--- src/rtl/sensor_spi_pkg.sv ---
// sensor_spi_pkg: framing constants and FSM encoding shared by the sensor SPI master and responder
package sensor_spi_pkg;
  localparam int ADDR_BITS = 8;
  localparam int DATA_BITS = 8;
  localparam logic [7:0] READ_OOR_VAL = 8'h00;
  typedef enum logic [2:0] {
    ST_IDLE,
    ST_ADDR,
    ST_WDATA,
    ST_COMMIT,
    ST_RDATA,
    ST_DONE,
    ST_ERR
  } spi_state_e;
endpackage

--- src/rtl/sensor_spi_responder_if.sv ---
// sensor_spi_responder_if: 4-wire sensor SPI bundle with master and slave views
interface sensor_spi_responder_if;
  logic spi_clk;
  logic spi_write;
  logic spi_read;
  logic spi_in;
  logic spi_out;
  modport master (output spi_clk, spi_write, spi_read, spi_in, input spi_out);
  modport slave (input spi_clk, spi_write, spi_read, spi_in, output spi_out);
endinterface

--- src/rtl/spi_in_sync.sv ---
// spi_in_sync: synchronizes the SPI inputs into clk_fix and detects spi_clk edges
module spi_in_sync #(
  parameter int SYNC_STAGES = 2
) (
  input  logic clk_fix,
  input  logic rst_fix_n,
  input  logic spi_clk,
  input  logic spi_write,
  input  logic spi_read,
  input  logic spi_in,
  output logic sclk_rise,
  output logic sclk_fall,
  output logic wr_en_s,
  output logic rd_en_s,
  output logic sdi_s
);
  localparam int L = SYNC_STAGES - 1;
  logic [3:0] sync_q [SYNC_STAGES];
  logic [3:0] sync_d [SYNC_STAGES];
  logic sclk_dly_q, sclk_dly_d;
  always_comb begin
    sync_d[0] = {spi_clk, spi_write, spi_read, spi_in};
    for (int i = 1; i < SYNC_STAGES; i++) sync_d[i] = sync_q[i-1];
    sclk_dly_d = sync_q[L][3];
  end
  always_ff @(posedge clk_fix or negedge rst_fix_n) begin
    if (!rst_fix_n) begin
      for (int i = 0; i < SYNC_STAGES; i++) sync_q[i] <= '0;
      sclk_dly_q <= 1'b0;
    end else begin
      sync_q <= sync_d;
      sclk_dly_q <= sclk_dly_d;
    end
  end
  assign sclk_rise = sync_q[L][3] & ~sclk_dly_q;
  assign sclk_fall = ~sync_q[L][3] & sclk_dly_q;
  assign wr_en_s   = sync_q[L][2];
  assign rd_en_s   = sync_q[L][1];
  assign sdi_s     = sync_q[L][0];
endmodule

--- src/rtl/sensor_spi_responder.sv ---
// sensor_spi_responder: SPI slave that decodes write/read frames against an 8-bit register bank
module sensor_spi_responder
  import sensor_spi_pkg::*;
#(
  parameter int NUM_REGS = 32,
  parameter logic [7:0] RST_VAL = 8'h00,
  parameter int SYNC_STAGES = 2
) (
  input  logic clk_fix,
  input  logic rst_fix_n,
  sensor_spi_responder_if.slave spi,
  output logic [NUM_REGS*8-1:0] reg_bank,
  output logic reg_wr_pulse,
  output logic [7:0] reg_wr_addr,
  output logic frame_err
);
  logic sclk_rise, sclk_fall, wr_en_s, rd_en_s, sdi_s;
  spi_in_sync #(.SYNC_STAGES(SYNC_STAGES)) u_sync (
    .clk_fix   (clk_fix),
    .rst_fix_n (rst_fix_n),
    .spi_clk   (spi.spi_clk),
    .spi_write (spi.spi_write),
    .spi_read  (spi.spi_read),
    .spi_in    (spi.spi_in),
    .sclk_rise (sclk_rise),
    .sclk_fall (sclk_fall),
    .wr_en_s   (wr_en_s),
    .rd_en_s   (rd_en_s),
    .sdi_s     (sdi_s)
  );
  spi_state_e state_q, state_d;
  logic is_wr_q, is_wr_d;
  logic [2:0] bit_cnt_q, bit_cnt_d;
  logic [7:0] shift_q, shift_d;
  logic [7:0] addr_q, addr_d;
  logic load_q, load_d;
  logic spi_out_q, spi_out_d;
  logic reg_wr_pulse_q, reg_wr_pulse_d;
  logic [7:0] reg_wr_addr_q, reg_wr_addr_d;
  logic frame_err_q, frame_err_d;
  logic [7:0] regs_q [NUM_REGS];
  logic [7:0] regs_d [NUM_REGS];
  logic en;
  logic [7:0] rd_val;
  logic [7:0] shift_in;
  always_comb begin
    state_d        = state_q;
    is_wr_d        = is_wr_q;
    bit_cnt_d      = bit_cnt_q;
    shift_d        = shift_q;
    addr_d         = addr_q;
    load_d         = load_q;
    spi_out_d      = spi_out_q;
    reg_wr_pulse_d = 1'b0;
    reg_wr_addr_d  = reg_wr_addr_q;
    frame_err_d    = 1'b0;
    regs_d         = regs_q;
    en             = is_wr_q ? wr_en_s : rd_en_s;
    shift_in       = {shift_q[6:0], sdi_s};
    rd_val         = READ_OOR_VAL;
    for (int i = 0; i < NUM_REGS; i++) if (addr_q == 8'(i)) rd_val = regs_q[i];
    if ((state_q == ST_ADDR || state_q == ST_WDATA || state_q == ST_RDATA) && !en) begin
      frame_err_d = 1'b1;
      spi_out_d   = 1'b0;
      load_d      = 1'b0;
      state_d     = ST_IDLE;
    end else begin
      case (state_q)
        ST_IDLE: begin
          spi_out_d = 1'b0;
          if (wr_en_s && rd_en_s) begin
            frame_err_d = 1'b1;
            state_d     = ST_ERR;
          end else if (wr_en_s || rd_en_s) begin
            bit_cnt_d = '0;
            is_wr_d   = wr_en_s;
            state_d   = ST_ADDR;
          end
        end
        ST_ADDR: if (sclk_rise) begin
          shift_d   = shift_in;
          bit_cnt_d = bit_cnt_q + 3'd1;
          if (bit_cnt_q == 3'(ADDR_BITS - 1)) begin
            addr_d    = shift_in;
            bit_cnt_d = '0;
            load_d    = !is_wr_q;
            state_d   = is_wr_q ? ST_WDATA : ST_RDATA;
          end
        end
        ST_WDATA: if (sclk_rise) begin
          shift_d   = shift_in;
          bit_cnt_d = bit_cnt_q + 3'd1;
          if (bit_cnt_q == 3'(DATA_BITS - 1)) begin
            bit_cnt_d = '0;
            state_d   = ST_COMMIT;
          end
        end
        ST_COMMIT: begin
          for (int i = 0; i < NUM_REGS; i++) begin
            if (addr_q == 8'(i)) begin
              regs_d[i]      = shift_q;
              reg_wr_pulse_d = 1'b1;
              reg_wr_addr_d  = addr_q;
            end
          end
          state_d = ST_DONE;
        end
        ST_RDATA: begin
          // the fall right after the last address rise must not shift: MSB is sampled on the next rise
          if (load_q) begin
            shift_d   = rd_val;
            spi_out_d = rd_val[7];
            load_d    = 1'b0;
          end else if (sclk_fall && bit_cnt_q != 3'd0) begin
            shift_d   = {shift_q[6:0], 1'b0};
            spi_out_d = shift_q[6];
          end else if (sclk_rise) begin
            bit_cnt_d = bit_cnt_q + 3'd1;
            if (bit_cnt_q == 3'(DATA_BITS - 1)) begin
              bit_cnt_d = '0;
              state_d   = ST_DONE;
            end
          end
        end
        ST_DONE: if (!en) begin
          spi_out_d = 1'b0;
          state_d   = ST_IDLE;
        end
        ST_ERR: if (!wr_en_s && !rd_en_s) state_d = ST_IDLE;
        default: state_d = ST_IDLE;
      endcase
    end
  end
  always_ff @(posedge clk_fix or negedge rst_fix_n) begin
    if (!rst_fix_n) begin
      state_q        <= ST_IDLE;
      is_wr_q        <= 1'b0;
      bit_cnt_q      <= '0;
      shift_q        <= '0;
      addr_q         <= '0;
      load_q         <= 1'b0;
      spi_out_q      <= 1'b0;
      reg_wr_pulse_q <= 1'b0;
      reg_wr_addr_q  <= '0;
      frame_err_q    <= 1'b0;
      for (int i = 0; i < NUM_REGS; i++) regs_q[i] <= RST_VAL;
    end else begin
      state_q        <= state_d;
      is_wr_q        <= is_wr_d;
      bit_cnt_q      <= bit_cnt_d;
      shift_q        <= shift_d;
      addr_q         <= addr_d;
      load_q         <= load_d;
      spi_out_q      <= spi_out_d;
      reg_wr_pulse_q <= reg_wr_pulse_d;
      reg_wr_addr_q  <= reg_wr_addr_d;
      frame_err_q    <= frame_err_d;
      regs_q         <= regs_d;
    end
  end
  always_comb begin
    reg_bank = '0;
    for (int i = 0; i < NUM_REGS; i++) reg_bank[8*i +: 8] = regs_q[i];
  end
  assign spi.spi_out   = spi_out_q;
  assign reg_wr_pulse  = reg_wr_pulse_q;
  assign reg_wr_addr   = reg_wr_addr_q;
  assign frame_err     = frame_err_q;
endmodule

--- src/flat_wrapper.sv ---
// flat-port wrapper written by rule: the top's interface ports become plain ports
module sensor_spi_responder_flat import sensor_spi_pkg::*;
#(
  parameter int NUM_REGS = 32,
  parameter logic [7:0] RST_VAL = 8'h00,
  parameter int SYNC_STAGES = 2
)
  (clk_fix, rst_fix_n, reg_bank, reg_wr_pulse, reg_wr_addr, frame_err, spi_spi_clk, spi_spi_write, spi_spi_read, spi_spi_in, spi_spi_out);
  sensor_spi_responder_if spi_i ();
  input  logic clk_fix;
  input  logic rst_fix_n;
  output logic [NUM_REGS*8-1:0] reg_bank;
  output logic reg_wr_pulse;
  output logic [7:0] reg_wr_addr;
  output logic frame_err;
  input wire logic [$bits(spi_i.spi_clk)-1:0] spi_spi_clk;
  input wire logic [$bits(spi_i.spi_write)-1:0] spi_spi_write;
  input wire logic [$bits(spi_i.spi_read)-1:0] spi_spi_read;
  input wire logic [$bits(spi_i.spi_in)-1:0] spi_spi_in;
  output wire logic [$bits(spi_i.spi_out)-1:0] spi_spi_out;
  assign spi_i.spi_clk = spi_spi_clk;
  assign spi_i.spi_write = spi_spi_write;
  assign spi_i.spi_read = spi_spi_read;
  assign spi_i.spi_in = spi_spi_in;
  assign spi_spi_out = spi_i.spi_out;
  sensor_spi_responder #(.NUM_REGS(NUM_REGS), .RST_VAL(RST_VAL), .SYNC_STAGES(SYNC_STAGES)) u_core (.clk_fix(clk_fix), .rst_fix_n(rst_fix_n), .spi(spi_i), .reg_bank(reg_bank), .reg_wr_pulse(reg_wr_pulse), .reg_wr_addr(reg_wr_addr), .frame_err(frame_err));
endmodule
--- config.mk ---
export PLATFORM = sky130hd
export DESIGN_NAME = sensor_spi_responder_flat
export DESIGN_NICKNAME = d
export VERILOG_FILES = /design/src/rtl/sensor_spi_pkg.sv /design/src/rtl/sensor_spi_responder_if.sv /design/src/rtl/spi_in_sync.sv /design/src/rtl/sensor_spi_responder.sv /design/src/flat_wrapper.sv
export SDC_FILE = /design/constraint.sdc
export NUM_CORES = 1
export LEC_CHECK = 0
export ABC_AREA = 1
export CORE_ASPECT_RATIO = 1.25
export CORE_MARGIN = 2
export CORE_UTILIZATION = 35
export DETAILED_ROUTE_END_ITERATION = 12
export HOLD_SLACK_MARGIN = 0.08
export SYNTH_ARGS = -nofsm -noshare
export SYNTH_HDL_FRONTEND = slang
export SYNTH_SLANG_ARGS = --single-unit
--- constraint.sdc ---
create_clock -name clk_fix -period 2.35 [get_ports clk_fix]
set_input_delay 0.705 -clock clk_fix [delete_from_list [all_inputs] [get_ports clk_fix]]
set_output_delay 0.705 -clock clk_fix [all_outputs]
set_load 0.005 [all_outputs]
==> results.txt <==
detailed-route via count - 13,195
multi-input logic area - 0.00548 mm2
synth warn - 0
RSZ-0062 raised after global routing - yes
Fin. Hold Viols - 0
Crit Path Category - flop to flop
pre-CTS setup slack - -756 ps
Routed Antenna Nets - 0
EDFF count, synth - 0
Area Overhead vs Synth - 45.3%
Syn Inst Count - 1,682
Detailed Route Iter0 Violations - 1,052
top cells by count, synth - 595 x nand2_1, 300 x dfrtp_1, 286 x o21ai_0
FF/Latch Area - 0.00751 mm2
largest net degree at the start of global routing - 57
vias in the first global route - 13,004
core area - 0.0380 mm2
drc violations - 0
Clock Latency Late Sink - 570 ps
CTS clk-pin slew, worst paths - 60 ps
share of cells above drive strength 1 - 17.4%
Pleak - 8.86 nW
startpoint types - flop
GP Congestion - 0.937
top cell type's share of synthesized area - 55.7%
worst-path fanout max - 8
Synth Flop Type - dfrtp_1
most frequent cell after synthesis - nand2_1
num rows - 80
Slew HR - 58.4%
Tcrit/Tclk final - 130%
Period minus WS final - 3050 ps
fmax - 327 MHz
status - finished, violations left
Seq pwr share - 39.7%
Synth area leader - dfrtp_1
Clock Power Share - 33.6%
WL per Instance - 19.8 um
Setup Skew - 11.9 ps
clock buffer depth - 3
Post-DP HPWL - 38,600 um
Synth Area per Inst - 8.01 um2
initial antenna violation count - 0
Layout Cells excl Fill - 2,632
HP Class - flop to flop
final setup margin - -705 ps
Comb power frac - 26.7%
drt pass-1 iters - 5
vias per cell - 5.01
Initial Util - 35.4%
die area - 0.0401 mm2
ranking of synthesized cells by area - dfrtp_1 56%, nand2_1 17%, o21ai_0 11%
routed wire length - 52,200 um
WP data required - 2810 ps
Overall Power - 14.2 mW
async set-reset flop share out of synthesis - 100%
Die Width - 180 um
antenna diode count - 0
Peak VDD IR - 471 uV
Cell Area, Synth - 0.0135 mm2
io pins - 273
Setup Viol. Count Final - 9
clock root buffer - clkbuf_16
failing checks - negative setup slack
Worst-Margin Slew - 624 ps
MaxCap Viol Count - 0
P per Cell Area - 725 mW/mm2
CTS tree - done
H-tree levels - 1
fin util - 51.5%
CTS buffer count - 30
register area share after synthesis - 55.7%
Buffers on Ports - 272
number of distinct library cells after synthesis - 35
post-placement cell count - 2,537
Fill cells - 3,662
GR Util All Layers - 25.7%
Min Hold Slack - 354 ps
P_sw - 4.87 mW
# clock sinks - 300
Slew Limit Fails - 0
gr ovfl total - 0
fin nets - 2,128
first-pass GRT wire length - 79,200 um
Sw Share - 34.3%
Int Pwr - 9.33 mW
Die Y - 223 um
Synth Net Count - 1,691
CP Capture Type - flop
Worst EP arrival - 3510 ps
Yosys reg bits - 300
cell families after synthesis:
family          Yosys count  share of synthesized area (%)
flops                   300                           55.7
compound gates          345                           13.1
buf+inv                 205                           5.82
simple gates            829                           25.1
fa+ha+maj                 3                          0.279
state kept, by name, indices dropped and copies added (netlist names):
| signal | flops |
|---|---|
| u_core.load_q | 1 |
| u_core.spi.spi_out | 1 |
| u_core.u_sync.rd_en_s | 1 |
| u_core.is_wr_q | 1 |
| u_core.u_sync.sclk_dly_q | 1 |
| u_core.reg_wr_addr | 8 |
| u_core.u_sync.sdi_s | 1 |
| u_core.shift_q | 8 |
| u_core.bit_cnt_q | 3 |
| u_core.frame_err | 1 |
| u_core.u_sync.sync_d | 4 |
| u_core.state_q | 3 |
| u_core.addr_q | 8 |
| u_core.reg_wr_pulse | 1 |
| u_core.reg_bank | 256 |
| u_core.u_sync.wr_en_s | 1 |
| u_core.u_sync.sclk_dly_d | 1 |
timing repair:
| action | in CTS | in global routing |
|---|---|---|
| hold buffers | 1 | 0 |
| resized for setup | 67 | 58 |
| pin swaps | 35 | 36 |
| setup endpoints to repair | 9 | 37 |
| buffers inserted | 32 | 15 |
| cloned | 0 | 0 |
| hold endpoints to repair | 34 | 0 |
worst max-delay path: stages (launching register included):
cell and delay, ps:
dfrtp_2 490, nand2_1 130, inv_1 70, nand2_1 180
nor2_4 60, buf_4 160, nand2_1 60, nand4_1 130
nor2_2 170, nand4_1 170, nor2_2 190, nand3_2 100
nand2_2 80, nand4_1 110, nand2_1 100, nand4_1 130
nand2_1 110, nand4_1 150, nand2_1 140, nand4_1 80
nand2_1 70, nand2_1 50
stage by stage:
stage	cell area, um2	setup TNS (ps)
4_1_cts	19300	-4440
3_3_place_gp	17900	-4290
6_report	19600	-4440
3_5_place_dp	17900	-4540
5_1_grt	19600	-6550
2_1_floorplan	13500	0
routing by layer:
layer	routed length (um)	vias up	global-route usage, %
met5	0	-	0
met4	2010	0	10.3
met3	2870	111	3.22
met2	26700	505	45.3
met1	20700	6281	31.9
li1	-	6298	-
cell usage in the layout, fill, tap and decap left out, types with 26 or more instances in the layout:
cell,synthesis,layout
dfrtp_1,300,297
clkbuf_16,0,31
inv_1,128,121
buf_4,0,168
nand2_2,1,28
nor2_2,9,26
a21oi_1,45,40
o21ai_0,286,285
nor2_1,121,96
clkdlybuf4s50_1,0,269
nand2_1,595,563
nand4_1,43,43
area by class of cell:
cell class / count / share of cell area, %
sequential: 300 / 38.3
multi-input combinational: 1177 / 28.0
inverter: 134 / 2.57
tap: 492 / 3.14
clock inverter: 12 / 0.492
timing repair buffer: 476 / 23.0
clock buffer: 41 / 4.46
worst paths after layout:
| kind | cells after the start | slack (ps) | from | to |
|---|---|---|---|---|
| min in group asynchronous | 2 | 620 | rst_fix_n | u_core.reg_bank[206]$_DFFE_PN0P_ |
| min | 0 | 350 | u_core.u_sync.sync_d[0]$_DFF_PN0_ | u_core.u_sync.sdi_s$_DFF_PN0_ |
| max | 21 | -700 | u_core.addr_q[1]$_DFFE_PN0P_ | u_core.shift_q[4]$_DFFE_PN0P_ |
| min reg2reg | 0 | 350 | u_core.u_sync.sync_d[0]$_DFF_PN0_ | u_core.u_sync.sdi_s$_DFF_PN0_ |
| max reg2reg | 21 | -700 | u_core.addr_q[1]$_DFFE_PN0P_ | u_core.shift_q[4]$_DFFE_PN0P_ |
| max in group asynchronous | 3 | 1060 | rst_fix_n | u_core.reg_bank[77]$_DFFE_PN0P_ |
power groups by stage:
| stage | logic, mW | registers (mW) | clock network [mW] |
|---|---|---|---|
| after floorplan | 1.63 | 5.67 | 0 |
| after global placement | 3.60 | 5.72 | 0 |
| after detailed placement | 3.63 | 5.72 | 0 |
| after CTS | 3.74 | 5.63 | 4.82 |
| after global routing | 4.08 | 5.66 | 5.04 |
| final | 3.79 | 5.64 | 4.76 |
Note: power is estimated with default switching activity, not from simulation.
